## src/rtl/sad_wta_select.sv

```systemverilog
// Winner-take-all disparity selector: running-minimum SAD search with a one-entry output register.
// Optional uniqueness check enabled by defining WTA_UNIQ_EN.
module sad_wta_select #(
    parameter int SAD_W      = 12,
    parameter int DISP_NUM   = 16,
    parameter int DISP_W     = $clog2(DISP_NUM),
    parameter int UNIQ_SHIFT = 3
) (
    input  logic              clk,
    input  logic              rst_n,
    input  logic [SAD_W-1:0]  sad_in,
    input  logic              sad_valid,
    output logic              sad_ready,
    output logic [DISP_W-1:0] disp_out,
    output logic [SAD_W-1:0]  min_sad_out,
    output logic              disp_ok,
    output logic              out_valid,
    input  logic              out_ready
);

    localparam logic [DISP_W-1:0] D_LAST  = DISP_W'(DISP_NUM - 1);
    localparam logic [SAD_W-1:0]  SAD_MAX = '1;

    logic [DISP_W-1:0] d_cnt;
    logic [DISP_W-1:0] best_d;
    logic [DISP_W-1:0] nxt_d;
    logic [SAD_W-1:0]  best_sad;
    logic [SAD_W-1:0]  nxt_best;
    logic              accept;
    logic              first;
    logic              last;
    logic              better;
    logic              fin_ok;

    // Conservative stall: hold input whenever the output slot cannot drain.
    assign sad_ready = !(out_valid && !out_ready);
    assign accept    = sad_valid && sad_ready;
    assign first     = (d_cnt == '0);
    assign last      = (d_cnt == D_LAST);
    assign better    = (sad_in < best_sad);

    always_comb begin
        nxt_best = best_sad;
        nxt_d    = best_d;
        if (first) begin
            nxt_best = sad_in;
            nxt_d    = '0;
        end else if (better) begin
            nxt_best = sad_in;
            nxt_d    = d_cnt;
        end
    end

`ifdef WTA_UNIQ_EN
    logic [SAD_W-1:0] second_sad;
    logic [SAD_W-1:0] nxt_second;
    logic [SAD_W-1:0] margin;

    always_comb begin
        nxt_second = second_sad;
        if (first) begin
            nxt_second = SAD_MAX;
        end else if (better) begin
            nxt_second = best_sad;
        end else if (sad_in < second_sad) begin
            nxt_second = sad_in;
        end
    end

    always_ff @(posedge clk or negedge rst_n) begin
        if (!rst_n) begin
            second_sad <= SAD_MAX;
        end else if (accept) begin
            second_sad <= nxt_second;
        end
    end

    // second >= best always holds, so the subtraction never wraps.
    assign margin = nxt_best >> UNIQ_SHIFT;
    assign fin_ok = (nxt_second == SAD_MAX) ||
                    ((nxt_second - nxt_best) > margin);
`else
    assign fin_ok = 1'b1;
`endif

    always_ff @(posedge clk or negedge rst_n) begin
        if (!rst_n) begin
            d_cnt    <= '0;
            best_sad <= '0;
            best_d   <= '0;
        end else if (accept) begin
            d_cnt    <= last ? '0 : d_cnt + 1'b1;
            best_sad <= nxt_best;
            best_d   <= nxt_d;
        end
    end

    always_ff @(posedge clk or negedge rst_n) begin
        if (!rst_n) begin
            disp_out    <= '0;
            min_sad_out <= '0;
            disp_ok     <= 1'b0;
            out_valid   <= 1'b0;
        end else if (accept && last) begin
            disp_out    <= nxt_d;
            min_sad_out <= nxt_best;
            disp_ok     <= fin_ok;
            out_valid   <= 1'b1;
        end else if (out_valid && out_ready) begin
            out_valid   <= 1'b0;
        end
    end

endmodule
```

## config.mk

```make
export PLATFORM = sky130hd
export DESIGN_NAME = sad_wta_select
export DESIGN_NICKNAME = d
export VERILOG_FILES = /design/src/rtl/sad_wta_select.sv
export SDC_FILE = /design/constraint.sdc
export NUM_CORES = 1
export LEC_CHECK = 0
export BUFFER_PORTS_ARGS = -buffer_cell sky130_fd_sc_hd__buf_2
export CORE_MARGIN = 2
export CORE_UTILIZATION = 55
export CTS_CLUSTER_SIZE = 24
export DETAILED_ROUTE_END_ITERATION = 8
export PLACE_DENSITY_LB_ADDON = 0.25
export SLEW_MARGIN = 25
export SYNTH_ARGS = -nofsm -noshare
export SYNTH_HDL_FRONTEND = slang
export SYNTH_SLANG_ARGS = --single-unit
```

## constraint.sdc

```tcl
create_clock -name clk -period 2.6 [get_ports clk]
set_clock_uncertainty 0.1 [all_clocks]
set_input_delay 0.39 -clock clk [delete_from_list [all_inputs] [get_ports clk]]
set_output_delay 0.39 -clock clk [all_outputs]
set_load 0.05 [all_outputs]
```

**Yosys cells after proc, flatten, opt, wreduce, memory -nomap -nowiden**

Cells that the tools add are included.

- Latch bits: 0
- Word-level logic and storage cells: 25
- RAM bits: 0
- Input bits: 16
- Bits in read-only memories: 0
- Memories kept: 0
- Register bits: 38

- Muxes and demuxes: 7
- Shift-type cells: 0
- Add/subtract/negate cells: 1
- Reductions and logical operators: 8
- Bitwise gates (word level): 0
- Equal/unequal tests: 1
- Multiply operators: 0
- Magnitude comparators: 1
- Divide/modulo/power cells: 0

Operators by type and width:

| operator | number |
|---|---|
| two-way mux 12 bit | 2 |
| < comparator 12 bit | 1 |
| two-way mux 4 bit | 3 |
| adder 4 x 1 -> 4 bit, second input constant | 1 |
| == test 4 bit, second input constant | 1 |
| logical AND 1 bit | 4 |
| zero test 4 bit | 1 |
| zero test 1 bit | 2 |
| two-way mux 1 bit | 2 |
| nonzero test 2 bit | 1 |

**Depth between registers and ports, before layout**

Gate-level depths: netlist of the first run.

- Word-level depth: 6
- Gate-level depth with buffers: 8

**Least setup slack after synthesis of the first run**

OpenSTA, ideal clock, no wires.

- Path type: flip-flop to flip-flop
- Start: reg out_valid
- End: reg min_sad_out[0]
- Stages on the path, launching flop included: 8
- Path slack: 0.167 ns
- Path buffers: 2
- Library setup time: 0.087 ns
- Arrival: 2.247 ns
- Cell sequence: dfrtp_1 -> nand2b_1 -> and2_1 -> clkbuf_1 -> nand3_1 -> clkbuf_1 -> nand2_1 -> o211ai_1

- Cells in the longest elaborated chain, start to end: 4

RTL lines:

| what | line | RTL |
|---|---|---|
| from (decl) | 17 | `output logic out_valid,` |
| from (signal assigned) | 103 | `out_valid <= 1'b0;` |
| from (signal assigned) | 108 | `out_valid <= 1'b1;` |
| from (signal assigned) | 110 | `out_valid <= 1'b0;` |
| logical AND 1 bit | 36 | `assign sad_ready = !(out_valid && !out_ready);` |
| zero test 1 bit | 36 |  |
| named net sad_ready | 13 | `output logic sad_ready,` |
| logical AND 1 bit | 37 | `assign accept = sad_valid && sad_ready;` |
| logical AND 1 bit | 104 | `end else if (accept && last) begin` |
| to (signal assigned) | 106 | `min_sad_out <= nxt_best;` |
| to (decl) | 15 | `output logic [SAD_W-1:0] min_sad_out,` |

The timed path passes the listed nets, and every way through them passes these cells.
A chain may end at the register's enable or synchronous reset.

**Worst setup path in the final report of the first run**

- Start: reg d_cnt[1]
- End: reg best_sad[6]

- Cells in the longest elaborated chain, start to end: 2

RTL lines:

| what | line | RTL |
|---|---|---|
| from (decl) | 24 | `logic [DISP_W-1:0] d_cnt;` |
| from (signal assigned) | 92 | `d_cnt <= last ? '0 : d_cnt + 1'b1;` |
| zero test 4 bit | 38 | `assign first = (d_cnt == '0);` |
| two-way mux 12 bit | 45 | `if (first) begin` |
| to (signal assigned) | 93 | `best_sad <= nxt_best;` |
| to (decl) | 27 | `logic [SAD_W-1:0] best_sad;` |

Every way passes these cells.

==> summary.txt, run 1 <==
Run status
  – Outcome: completed

Placement
  – Weighted congestion at the end of routability-driven global placement: 0.772
  – Dpl cells: 277
  – Estimated wirelength of the detail-placed design: 3130 um
  – Number of port buffers: 34

Worst setup path
  – Worst path required time: 2740 ps
  – Type of the worst setup path: register to register
  – Critical Path End Type: register
  – Number of buffers and inverters on the critical path: 2
  – Crit path largest cell delay: 430 ps
  – CP max FO: 10
  – Crit path max-delay family: simple AND/OR/NAND/NOR gates
  – Critical Path AT: 2480 ps
  – Ordered cell list for the critical path: inv_1 > ha_1 > or3b_4 > nor3b_1 > a32oi_2 > nand3_2 > buf_4 > mux2_4
  – Setup crit start kind: register
  – Crit path max-delay cell type: sky130_fd_sc_hd__dfrtp_1

Yosys
  – Part of the Yosys area used for sequential elements: 47.4%
  – Synth Area in Compound Gates: 14.1%
  – Synthesized flop and latch total: 38
  – Combinational family with the most area after synthesis: simple AND/OR/NAND/NOR gates
  – Multiplexer share of the synthesized area: 7.85%
  – Share of the synthesized netlist area taken by xor and xnor gates: 0.872%
  – Synth top area share: 47.4%
  – Fraction of the mapped netlist area in adder cells: 8.10%
  – Share of synthesized cell area in and, or, nand and nor gates: 17.2%
  – Synth area leaders: sky130_fd_sc_hd__dfrtp_1 47%, sky130_fd_sc_hd__ha_1 8.1%, sky130_fd_sc_hd__nand2_1 6.4%
  – Number of warnings issued by yosys: 0
  – Post-Synthesis Net Count: 225
  – Number of cells produced by synthesis: 196
  – Synthesized cell area: 2010 um2
  – Cell taking the most area after synthesis: sky130_fd_sc_hd__dfrtp_1
  – Synthesized area per cell: 10.2 um2
  – Count of unique library cells instantiated by Yosys: 34

Routing
  – Drt pass-1 iters: 4
  – Per-cell via count in the routed design: 5.72
  – Overall routed net length: 4240 um
  – Violation count after the first detailed-routing iteration: 62
  – Via count: 1631
  – Post-DRT Antenna Nets: 0
  – Mean routed wirelength per cell: 14.9 um
  – Residual DRC count: 0

Clocking
  – CTS tree: done
  – Quantity of gates resized following cts: 0
  – CTS H-tree depth: 2
  – Buffers inserted by post-CTS timing repair: 0
  – Clock-pin slew of the registers on the worst-case setup and hold paths: 110 ps
  – Clock insertion delay at the later pin of the skew report: 340 ps
  – Clk root buf: sky130_fd_sc_hd__clkbuf_4
  – TritonCTS sink count: 38
  – Largest buffer count on any clock path: 2
  – Number of hold-repair buffers added at the cts stage: 0
  – Total CTS buffers: 5

STA
  – Achievable Freq: 428 MHz
  – Transition time at the pin with the least slew margin: 821 ps
  – Post-route fraction of the period consumed by the critical path: 90.0%
  – Setup repair after global routing missed its margin: no
  – Number of failing setup endpoints in the final timing report: 0
  – Final Hold Vio Count: 0
  – Max_slew headroom: 45.3%
  – Accumulated negative setup slack: 0 ps
  – Final Max Tran Viols: 0
  – Period minus WS final: 2340 ps

GRT
  – Vias in the first global route: 1615
  – Total global-route track usage: 24.1%
  – Initial antenna violation count: 0
  – Wire length of the first global-routing pass: 7560 um
  – Total overflow reported by the global router: 0
  – Largest net degree at the start of global routing: 39

Power
  – Power density over the cells: 1250 nW/um2
  – Largest vdd supply drop: 798 uV
  – Static power due to leakage: 1.14 nW

Floorplanning
  – Number of core rows: 21
  – Die W: 64.4 um
  – Vertical die dimension: 64.4 um
  – Ports: 35
  – Standard cell core area: 3420 um2
  – Effective utilization at floorplan: 58.8%
  – Die ar.: 4150 um2

Finish
  – Fraction of layout cells with a size suffix above 1: 28.0%
  – Area added between synthesis and finish: 15.9%
  – Number of nets in the final layout: 267
  – Final Instance Count excl. Fillers: 285
  – Antenna cell count: 0

Hold path
  – Kind of path behind the tightest hold check: primary input to asynchronous set/reset pin

Flow run
  – # Max-Cap Violations: 0
-- worst reg2reg max path: cells and delay by family (launching register included) --
family          cells  cell delay [ps]
compound gates      1              240
fa+ha+maj           1              160
buf+inv             2              340
flops               1              430
mux                 1              310
simple gates        3              670
-- cells by family after synthesis --
kind of cell,count (synthesis)
DFF,38
AOI/OAI and AO/OA,39
adders and majority gates,13
xor gates and xnor gates,2
muxes,12
and+or+nand+nor,70
buffers and inverters,22
-- area by class of cell --
class / instances / area [um2]
repair buffers: 44 / 245
fillers: 296 / 1090
multi-input cells: 136 / 966
well taps: 46 / 57.6
clock buffers: 7 / 55.1
inverters: 13 / 48.8
clock inverters: 1 / 5.00
flip-flops and latches: 38 / 951
-- synthesized netlist by cell type --
master	n
sky130_fd_sc_hd__nand4_1	14
sky130_fd_sc_hd__and4_1	1
sky130_fd_sc_hd__a32o_1	3
sky130_fd_sc_hd__inv_1	13
sky130_fd_sc_hd__a211o_1	2
sky130_fd_sc_hd__nor3b_1	1
sky130_fd_sc_hd__or3b_4	1
sky130_fd_sc_hd__mux2_2	6
sky130_fd_sc_hd__a21oi_1	9
sky130_fd_sc_hd__o2bb2ai_1	1
sky130_fd_sc_hd__o41ai_1	1
sky130_fd_sc_hd__xnor2_1	2
sky130_fd_sc_hd__and2_1	2
sky130_fd_sc_hd__o211ai_1	12
sky130_fd_sc_hd__buf_6	1
sky130_fd_sc_hd__clkbuf_1	7
sky130_fd_sc_hd__a32oi_1	1
sky130_fd_sc_hd__ha_1	13
sky130_fd_sc_hd__nand2_1	34
sky130_fd_sc_hd__nand2b_1	3
sky130_fd_sc_hd__o22a_1	1
sky130_fd_sc_hd__and3_1	1
sky130_fd_sc_hd__dfrtp_1	38
sky130_fd_sc_hd__buf_2	1
sky130_fd_sc_hd__mux2_4	6
sky130_fd_sc_hd__nand3_2	1
sky130_fd_sc_hd__o21ai_0	6
sky130_fd_sc_hd__a32oi_2	1
sky130_fd_sc_hd__o21a_1	1
sky130_fd_sc_hd__a2111o_1	1
sky130_fd_sc_hd__or2_2	1
sky130_fd_sc_hd__nand3_1	2
sky130_fd_sc_hd__nor2_1	7
sky130_fd_sc_hd__nor4_1	2
-- routing by layer --
layer  routed length (um)  global-route usage [%]
met5                    0                       0
met4                   33                    8.78
met3                  249                    5.90
met2                 2000                    37.9
met1                 1950                    32.6
-- path summary, 6_finish.rpt --
path,start,endpoint,slack (ps),cells after the start
worst min register to register,disp_ok$_DFFE_PN0P_,disp_ok$_DFFE_PN0P_,370,1
worst max-delay path,d_cnt[1]$_DFFE_PN0P_,best_sad[6]$_DFFE_PN0P_,260,8
worst max register to register,d_cnt[1]$_DFFE_PN0P_,best_sad[6]$_DFFE_PN0P_,260,8
min in group clk,sad_in[0],best_sad[0]$_DFFE_PN0P_,210,2
max in group asynchronous,rst_n,best_sad[0]$_DFFE_PN0P_,1840,1
worst min-delay path,rst_n,out_valid$_DFFE_PN0P_,30,1
-- stage by stage --
stage	area, um2	util, %	setup slack (ps)	hold WS (ps)	power, mW
floorplan	2010	-	167	-5.59	2.18
global placement	2270	66.4	342	345	2.56
detailed placement	2270	66.4	291	347	2.60
CTS	2330	68.2	275	32.9	2.93
global route	2330	68.2	183	86.4	3.14
finish	2330	68.2	261	32.6	2.91
-- sequential cells by signal, summed over array words and instances, names as in the netlist --
name	count
disp_ok	1
d_cnt	4
best_sad	12
min_sad_out	12
best_d	4
disp_out	4
out_valid	1
-- where the power goes --
part	internal (mW)	total [mW]	switching [mW]
sequential	0.854	1.04	0.183
combinational	0.576	1.56	0.984
clock	0.131	0.315	0.184
-- cell usage in the layout (no fill, tap or decap), drive strengths merged --
cell type and instances:
mux2 12, o2bb2ai 1, nand3 3, clkbuf 7, and4 1, o22a 1, xnor2 2, a21oi 9
clkinv 1, nor2 7, or2 1, inv 13, nand2 34, o21ai 6, and3 1, a2111o 1
a32oi 2, o41ai 1, dfrtp 38, o21a 1, buf 44, nand2b 3, nand4 14, and2 2
nor3b 1, o211ai 12, a32o 3, ha 13, a211o 2, nor4 2, or3b 1
Note: power is estimated with default switching activity, not from simulation.
==> run 2, diff against run 1 <==
--- a/config.mk
+++ b/config.mk
@@ -10,7 +10,7 @@
 export CORE_UTILIZATION = 55
 export CTS_CLUSTER_SIZE = 24
 export DETAILED_ROUTE_END_ITERATION = 8
-export PLACE_DENSITY_LB_ADDON = 0.25
+export PLACE_DENSITY = 0.89
 export SLEW_MARGIN = 25
 export SYNTH_ARGS = -nofsm -noshare
 export SYNTH_HDL_FRONTEND = slang
==> summary.txt, run 2 (synthesis results as in run 1) <==
Run status
  – Outcome: completed

STA
  – Max_slew headroom: 45.6% (+0.32 points)
  – Period minus WS final: 2430 ps (+86.7 ps)
  – Achievable Freq: 412 MHz (-3.6%)
  – Post-route fraction of the period consumed by the critical path: 93.3% (+3.3 points)
  – Number of failing setup endpoints in the final timing report: 0 (unchanged)
  – Setup repair after global routing missed its margin: no
  – Transition time at the pin with the least slew margin: 816 ps (-4.84 ps)
  – Accumulated negative setup slack: 0 ps (unchanged)
  – Final Hold Vio Count: 0 (unchanged)
  – Final Max Tran Viols: 0 (unchanged)
  – Final Worst Setup Slack: 174 ps (-86.7 ps)

Clocking
  – Clk root buf: sky130_fd_sc_hd__clkbuf_4
  – Number of hold-repair buffers added at the cts stage: 0 (unchanged)
  – TritonCTS sink count: 38 (unchanged)
  – Clock insertion delay at the later pin of the skew report: 350 ps (about the same)
  – Clock-pin slew of the registers on the worst-case setup and hold paths: 110 ps (about the same)
  – Quantity of gates resized following cts: 0 (unchanged)
  – Total CTS buffers: 5 (unchanged)
  – CTS tree: done
  – Largest buffer count on any clock path: 2 (unchanged)
  – CTS H-tree depth: 2 (unchanged)
  – Buffers inserted by post-CTS timing repair: 0 (unchanged)

Finish
  – Largest registers ranked by flip-flop count: best_sad: 12 flops, min_sad_out: 12 flops
  – Area added between synthesis and finish: 15.6%
  – Leading cell types in the layout, fill and taps excluded: 38 x sky130_fd_sc_hd__dfrtp_1, 34 x sky130_fd_sc_hd__nand2_1, 34 x sky130_fd_sc_hd__buf_2, 14 x sky130_fd_sc_hd__nand4_1
  – Number of nets in the final layout: 266 (-0.37%)
  – Most common library cell in the layout ignoring fill and taps: sky130_fd_sc_hd__dfrtp_1
  – Antenna cell count: 0 (unchanged)
  – Final Instance Count excl. Fillers: 284 (-0.35%)
  – Fraction of layout cells with a size suffix above 1: 27.7% (-0.30 points)
  – Number of inserted filler cells in the final layout: 273 (-7.8%)
  – Final core area utilization: 67.9% (-0.22 points)

GRT
  – Initial antenna violation count: 0 (unchanged)
  – Total global-route track usage: 24.6% (+0.49 points)
  – Total overflow reported by the global router: 0 (unchanged)
  – Vias in the first global route: 1680 (+4.0%)
  – Largest net degree at the start of global routing: 39 (unchanged)
  – Wire length of the first global-routing pass: 7650 um (+1.3%)

Floorplanning
  – Effective utilization at floorplan: 58.8% (unchanged)
  – Standard cell core area: 3420 um2 (unchanged)
  – Number of core rows: 21 (unchanged)
  – Die ar.: 4150 um2 (unchanged)
  – Die W: 64.4 um (unchanged)
  – Ports: 35 (unchanged)
  – Vertical die dimension: 64.4 um (unchanged)

Routing
  – Overall routed net length: 4400 um (+4.0%)
  – Residual DRC count: 0 (unchanged)
  – Post-DRT Antenna Nets: 0 (unchanged)
  – Mean routed wirelength per cell: 15.5 um (+4.3%)
  – Per-cell via count in the routed design: 5.77 (+0.78%)
  – Drt pass-1 iters: 4 (unchanged)
  – Via count: 1638 (+0.43%)
  – Violation count after the first detailed-routing iteration: 97 (+56%)

Worst setup path
  – CP max FO: 8 (-2)
  – Critical Path AT: 2560 ps (+80 ps)
  – Worst path required time: 2730 ps (about the same)
  – Setup crit start kind: register
  – Type of the worst setup path: register to register
  – Critical Path End Type: register

Power
  – Largest vdd supply drop: 593 uV (-26%)
  – Static power due to leakage: 1.13 nW (-0.54%)
  – Power density over the cells: 1260 nW/um2 (+0.82%)

Placement
  – Weighted congestion at the end of routability-driven global placement: 0.860 (+11%)
  – Dpl cells: 276 (-0.36%)
  – Estimated wirelength of the detail-placed design: 3340 um (+6.8%)
  – Number of port buffers: 34 (unchanged)
  – Post-Place Setup Slack: 166 ps (-126 ps)

Flow run
  – # Max-Cap Violations: 0 (unchanged)

Hold path
  – Kind of path behind the tightest hold check: primary input to asynchronous set/reset pin
==> run 2: report_power, final <==
part           internal (mW)  switching, mW  total (mW)
sequential             0.854          0.193        1.05
combinational          0.567          0.992        1.56
clock                  0.131          0.189       0.321
total                   1.55           1.37        2.93
==> run 2: metal layers <==
layer  vias to the layer above  GRT usage (%)  routed length [um]
met5                         -              0                   0
met4                         0           14.6                 134
met3                        14           7.81                 212
met2                        44           39.5                2180
met1                       794           28.9                1870
li1                        786              -                   -
==> run 2: worst max-delay path, cell delays in order, from the launching register on <==
cell	delay, ps
sky130_fd_sc_hd__dfrtp_1	450
sky130_fd_sc_hd__inv_1	130
sky130_fd_sc_hd__ha_1	140
sky130_fd_sc_hd__or3b_4	410
sky130_fd_sc_hd__nor3b_1	160
sky130_fd_sc_hd__a32oi_2	230
sky130_fd_sc_hd__nand3_2	160
sky130_fd_sc_hd__buf_4	220
sky130_fd_sc_hd__mux2_4	310
==> run 2: cell type report <==
class | instances | area, um2 | share of cell area, %
clock buffers | 7 | 55.1 | 2.37
clock inverters | 1 | 5.00 | 0.216
inverters | 13 | 48.8 | 2.10
multi-input cells | 136 | 966 | 41.6
flip-flops and latches | 38 | 951 | 41.0
well taps | 46 | 57.6 | 2.48
repair buffers | 43 | 238 | 10.2
==> run 2: per-stage QoR <==
step	instance area [um2]	hold WS, ps	power, mW
after floorplan	2010	-5.59	2.18
after global placement	2260	348	2.53
after detailed placement	2260	358	2.62
after CTS	2320	45.5	2.94
after global routing	2320	71.5	3.14
final	2320	19.8	2.93
==> run 2: worst paths after layout <==
kind,startpoint,endpoint,slack (ps),cells after the start
setup reg to reg,d_cnt[0]$_DFFE_PN0P_,best_sad[9]$_DFFE_PN0P_,170,8
max in group asynchronous,rst_n,d_cnt[0]$_DFFE_PN0P_,1870,1
hold reg to reg,disp_ok$_DFFE_PN0P_,disp_ok$_DFFE_PN0P_,390,1
hold / removal,rst_n,min_sad_out[0]$_DFFE_PN0P_,20,1
min in group clk,sad_in[1],best_sad[1]$_DFFE_PN0P_,210,2
setup / recovery,d_cnt[0]$_DFFE_PN0P_,best_sad[9]$_DFFE_PN0P_,170,8
==> run 3, diff against run 2 <==
--- a/config.mk
+++ b/config.mk
@@ -5,12 +5,13 @@
 export SDC_FILE = /design/constraint.sdc
 export NUM_CORES = 1
 export LEC_CHECK = 0
+export ABC_AREA = 1
 export BUFFER_PORTS_ARGS = -buffer_cell sky130_fd_sc_hd__buf_2
 export CORE_MARGIN = 2
-export CORE_UTILIZATION = 55
+export CORE_UTILIZATION = 60
 export CTS_CLUSTER_SIZE = 24
 export DETAILED_ROUTE_END_ITERATION = 8
-export PLACE_DENSITY = 0.89
+export PLACE_DENSITY = 0.94
 export SLEW_MARGIN = 25
 export SYNTH_ARGS = -nofsm -noshare
 export SYNTH_HDL_FRONTEND = slang
==> constraint.sdc (replaced) <==
create_clock -name clk -period 3 [get_ports clk]
set_clock_uncertainty 0.1 [all_clocks]
set_input_delay 0.45 -clock clk [delete_from_list [all_inputs] [get_ports clk]]
set_output_delay 0.45 -clock clk [all_outputs]
set_load 0.05 [all_outputs]
==> summary.txt, run 3 <==
Finish
  – Final core area utilization: 71.9% (+4.0 points)
  – Leading cell types in the layout, fill and taps excluded: 100 x sky130_fd_sc_hd__nand2_1, 47 x sky130_fd_sc_hd__nand3_1, 38 x sky130_fd_sc_hd__inv_1, 38 x sky130_fd_sc_hd__dfrtp_1, 34 x sky130_fd_sc_hd__buf_2
  – Antenna cell count: 0 (unchanged)
  – Most common library cell in the layout ignoring fill and taps: sky130_fd_sc_hd__nand2_1
  – Largest registers ranked by flip-flop count: best_sad: 12 flops, min_sad_out: 12 flops
  – Number of nets in the final layout: 340 (+28%)
  – Area added between synthesis and finish: 14.8%
  – Fraction of layout cells with a size suffix above 1: 20.5% (-7.2 points)
  – Final Cell Area: 2420 um2 (+4.2%)
  – Number of inserted filler cells in the final layout: 264 (-3.3%)

Yosys
  – Count of unique library cells instantiated by Yosys: 22 (-35%)
  – Number of cells produced by synthesis: 276 (+41%)
  – Most common cell in the netlist: sky130_fd_sc_hd__nand2_1
  – Synth area leaders: sky130_fd_sc_hd__dfrtp_1 45%, sky130_fd_sc_hd__nand2_1 18%, sky130_fd_sc_hd__nand3_1 11%
  – Synthesized flop and latch total: 38 (unchanged)
  – Synth top area share: 45.1% (-2.2 points)
  – Part of the Yosys area used for sequential elements: 45.1% (-2.2 points)
  – Main flop type after synthesis: sky130_fd_sc_hd__dfrtp_1
  – Synthesized cell area: 2110 um2 (+4.9%)
  – Synthesized area per cell: 7.63 um2 (-25%)
  – Post-Synthesis Net Count: 305 (+36%)
  – Most numerous cell types in the synthesized netlist: 100 x sky130_fd_sc_hd__nand2_1, 47 x sky130_fd_sc_hd__nand3_1, 38 x sky130_fd_sc_hd__dfrtp_1, 38 x sky130_fd_sc_hd__inv_1, 13 x sky130_fd_sc_hd__ha_1
  – Number of warnings issued by yosys: 0 (unchanged)
  – Count of flip-flops with a built-in enable after synthesis: 0 (unchanged)
  – Proportion of register bits with asynchronous set or reset after synthesis: 100% (unchanged)
  – Cell taking the most area after synthesis: sky130_fd_sc_hd__dfrtp_1

Routing
  – Mean routed wirelength per cell: 12.6 um (-19%)
  – Residual DRC count: 0 (unchanged)
  – Drt pass-1 iters: 4 (unchanged)
  – Overall routed net length: 4520 um (+2.7%)
  – Per-cell via count in the routed design: 5.23 (-9.3%)
  – Via count: 1872 (+14%)
  – Post-DRT Antenna Nets: 0 (unchanged)
  – Violation count after the first detailed-routing iteration: 160 (+65%)

GRT
  – Initial antenna violation count: 0 (unchanged)
  – Met1 Usage GRT: 30.7% (+1.7 points)
  – Total overflow reported by the global router: 0 (unchanged)
  – Vias in the first global route: 1711 (+1.8%)
  – Wire length of the first global-routing pass: 7510 um (-1.8%)
  – Met3 GRT Util: 4.64% (-3.2 points)
  – Most crowded layer after global routing: met2
  – Global routing met2 resource utilization: 40.8% (+1.4 points)
  – Total global-route track usage: 24.3% (-0.34 points)
  – Largest net degree at the start of global routing: 39 (unchanged)

Power
  – Largest vdd supply drop: 638 uV (+7.7%)
  – Static power due to leakage: 1.44 nW (+27%)
  – Power density over the cells: 1220 nW/um2 (-3.4%)

Clocking
  – Number of hold-repair buffers added at the cts stage: 0 (unchanged)
  – CTS tree: done
  – Largest buffer count on any clock path: 2 (unchanged)
  – Clock-pin slew of the registers on the worst-case setup and hold paths: 130 ps (+20 ps)
  – TritonCTS sink count: 38 (unchanged)
  – CTS H-tree depth: 2 (unchanged)
  – Total CTS buffers: 5 (unchanged)
  – Quantity of gates resized following cts: 0 (unchanged)
  – Clock insertion delay at the later pin of the skew report: 370 ps (+20 ps)
  – Buffers inserted by post-CTS timing repair: 0 (unchanged)
  – Clk root buf: sky130_fd_sc_hd__clkbuf_4

Worst setup path
  – Crit path largest cell delay: 400 ps (-50 ps)
  – Critical Path AT: 2250 ps (-310 ps)
  – Crit path max-delay cell type: sky130_fd_sc_hd__dfrtp_1
  – Ordered cell list for the critical path: inv_1 > ha_1 > nand2_1 > inv_1 > nand2_1 > nand2_1 > a21oi_2 > nand2_4 > nand2_4 > nand2_2 > nand3_1 > nand2_1
  – Critical path launch point: best_sad[11]$_DFFE_PN0P_
  – Worst path required time: 3160 ps (+430 ps)
  – Most numerous cell on the critical path: sky130_fd_sc_hd__nand2_1
  – Type of the worst setup path: register to register
  – CP max FO: 18 (+10)
  – Launch point of the worst reg-to-reg path: best_sad[11]$_DFFE_PN0P_
  – Critical Path End Type: register
  – Setup crit start kind: register

Placement
  – Weighted congestion at the end of routability-driven global placement: 0.867 (+0.85%)
  – Number of port buffers: 34 (unchanged)
  – Post-place instance area: 2310 um2 (+2.0%)
  – Estimated wirelength of the detail-placed design: 3010 um (-9.9%)
  – Post-Place Setup Slack: 798 ps (+633 ps)

Floorplanning
  – Effective utilization at floorplan: 62.6% (+3.9 points)
  – Number of core rows: 21 (unchanged)
  – Die W: 63.3 um (-1.8%)
  – Die ar.: 4000 um2 (-3.6%)
  – Ports: 35 (unchanged)
  – Vertical die dimension: 63.3 um (-1.8%)
  – Standard cell core area: 3360 um2 (-1.5%)

STA
  – Transition time at the pin with the least slew margin: 831 ps (+15.0 ps)
  – Final Hold Vio Count: 0 (unchanged)
  – Max_slew headroom: 44.6% (-1.0 points)
  – Number of failing setup endpoints in the final timing report: 0 (unchanged)
  – Achievable Freq: 478 MHz (+16%)
  – Final Max Tran Viols: 0 (unchanged)
  – Post-route fraction of the period consumed by the critical path: 69.8% (-24 points)
  – Accumulated negative setup slack: 0 ps (unchanged)
  – Period minus WS final: 2090 ps (-332 ps)
  – Final Worst Setup Slack: 906 ps (+732 ps)
  – Setup repair after global routing missed its margin: no

Flow run
  – # Max-Cap Violations: 0 (unchanged)

Hold path
  – Kind of path behind the tightest hold check: primary input to asynchronous set/reset pin

Run status
  – Outcome: completed
==> run 3: changes by cell type in the layout (fill, tap and decap cells not counted), sizes merged, moves of 12 or more <==
cell and change:
o211ai -12, mux2 -12, inv +27, nand4 -14, nand2 +79, nand3 +44
==> run 3: worst paths after layout <==
check                           depth (start not counted)                          to  slack, ps
min in group clk                                        4       out_valid$_DFFE_PN0P_        250
worst max-delay path                                   12  min_sad_out[7]$_DFFE_PN0P_        910
max in group asynchronous                               1  min_sad_out[1]$_DFFE_PN0P_       2200
worst min register to register                          1        d_cnt[3]$_DFFE_PN0P_        370
worst max register to register                         12  min_sad_out[7]$_DFFE_PN0P_        910
worst min-delay path                                    1  min_sad_out[9]$_DFFE_PN0P_         60
==> run 3: metal layers <==
metal  share of wire (%)  wire, um
met3                 7.0       315
met2                  49      2200
met5                   0         0
met1                  43      1930
met4                 1.9        84
==> run 3: cell type report <==
class / count / area, um2 / share of cell area (%)
clock buffer: 6 / 51.3 / 2.12
clock inverter: 2 / 60.1 / 2.48
sequential: 38 / 951 / 39.3
tap: 46 / 57.6 / 2.38
inverter: 40 / 150 / 6.21
timing repair buffer: 37 / 193 / 7.97
multi-input combinational: 189 / 956 / 39.5
==> run 3: logic make-up after synthesis <==
kind of cell	after synthesis	share of synthesized area [%]
simple gates	166	34.9
buf+inv	49	9.50
flops	38	45.1
fa+ha+maj	13	7.72
compound gates	9	2.32
xor+xnor	1	0.416
==> run 3: through the flow <==
stage                     hold slack [ps]  cells  power [mW]
after floorplan                      54.4    276        2.15
after global placement                345    350        2.41
after detailed placement              349    350        2.47
after CTS                            99.3    358        2.95
after global routing                  134    358        3.15
final                                61.1    358        2.95
==> run 3: worst max-delay path: cells and delay by family, from the launching register on <==
kind | cells | cell delay (ps)
simple gates | 8 | 880
buf+inv | 2 | 140
fa+ha+maj | 1 | 250
flops | 1 | 400
compound gates | 1 | 190
==> run 3: report_power, final <==
group	leakage, nW	internal [mW]	total, mW	switching [mW]
Clock	0.0585	0.282	0.464	0.182
Sequential	0.469	0.763	0.899	0.136
Combinational	0.914	0.436	1.58	1.15
Total	1.44	1.48	2.95	1.47
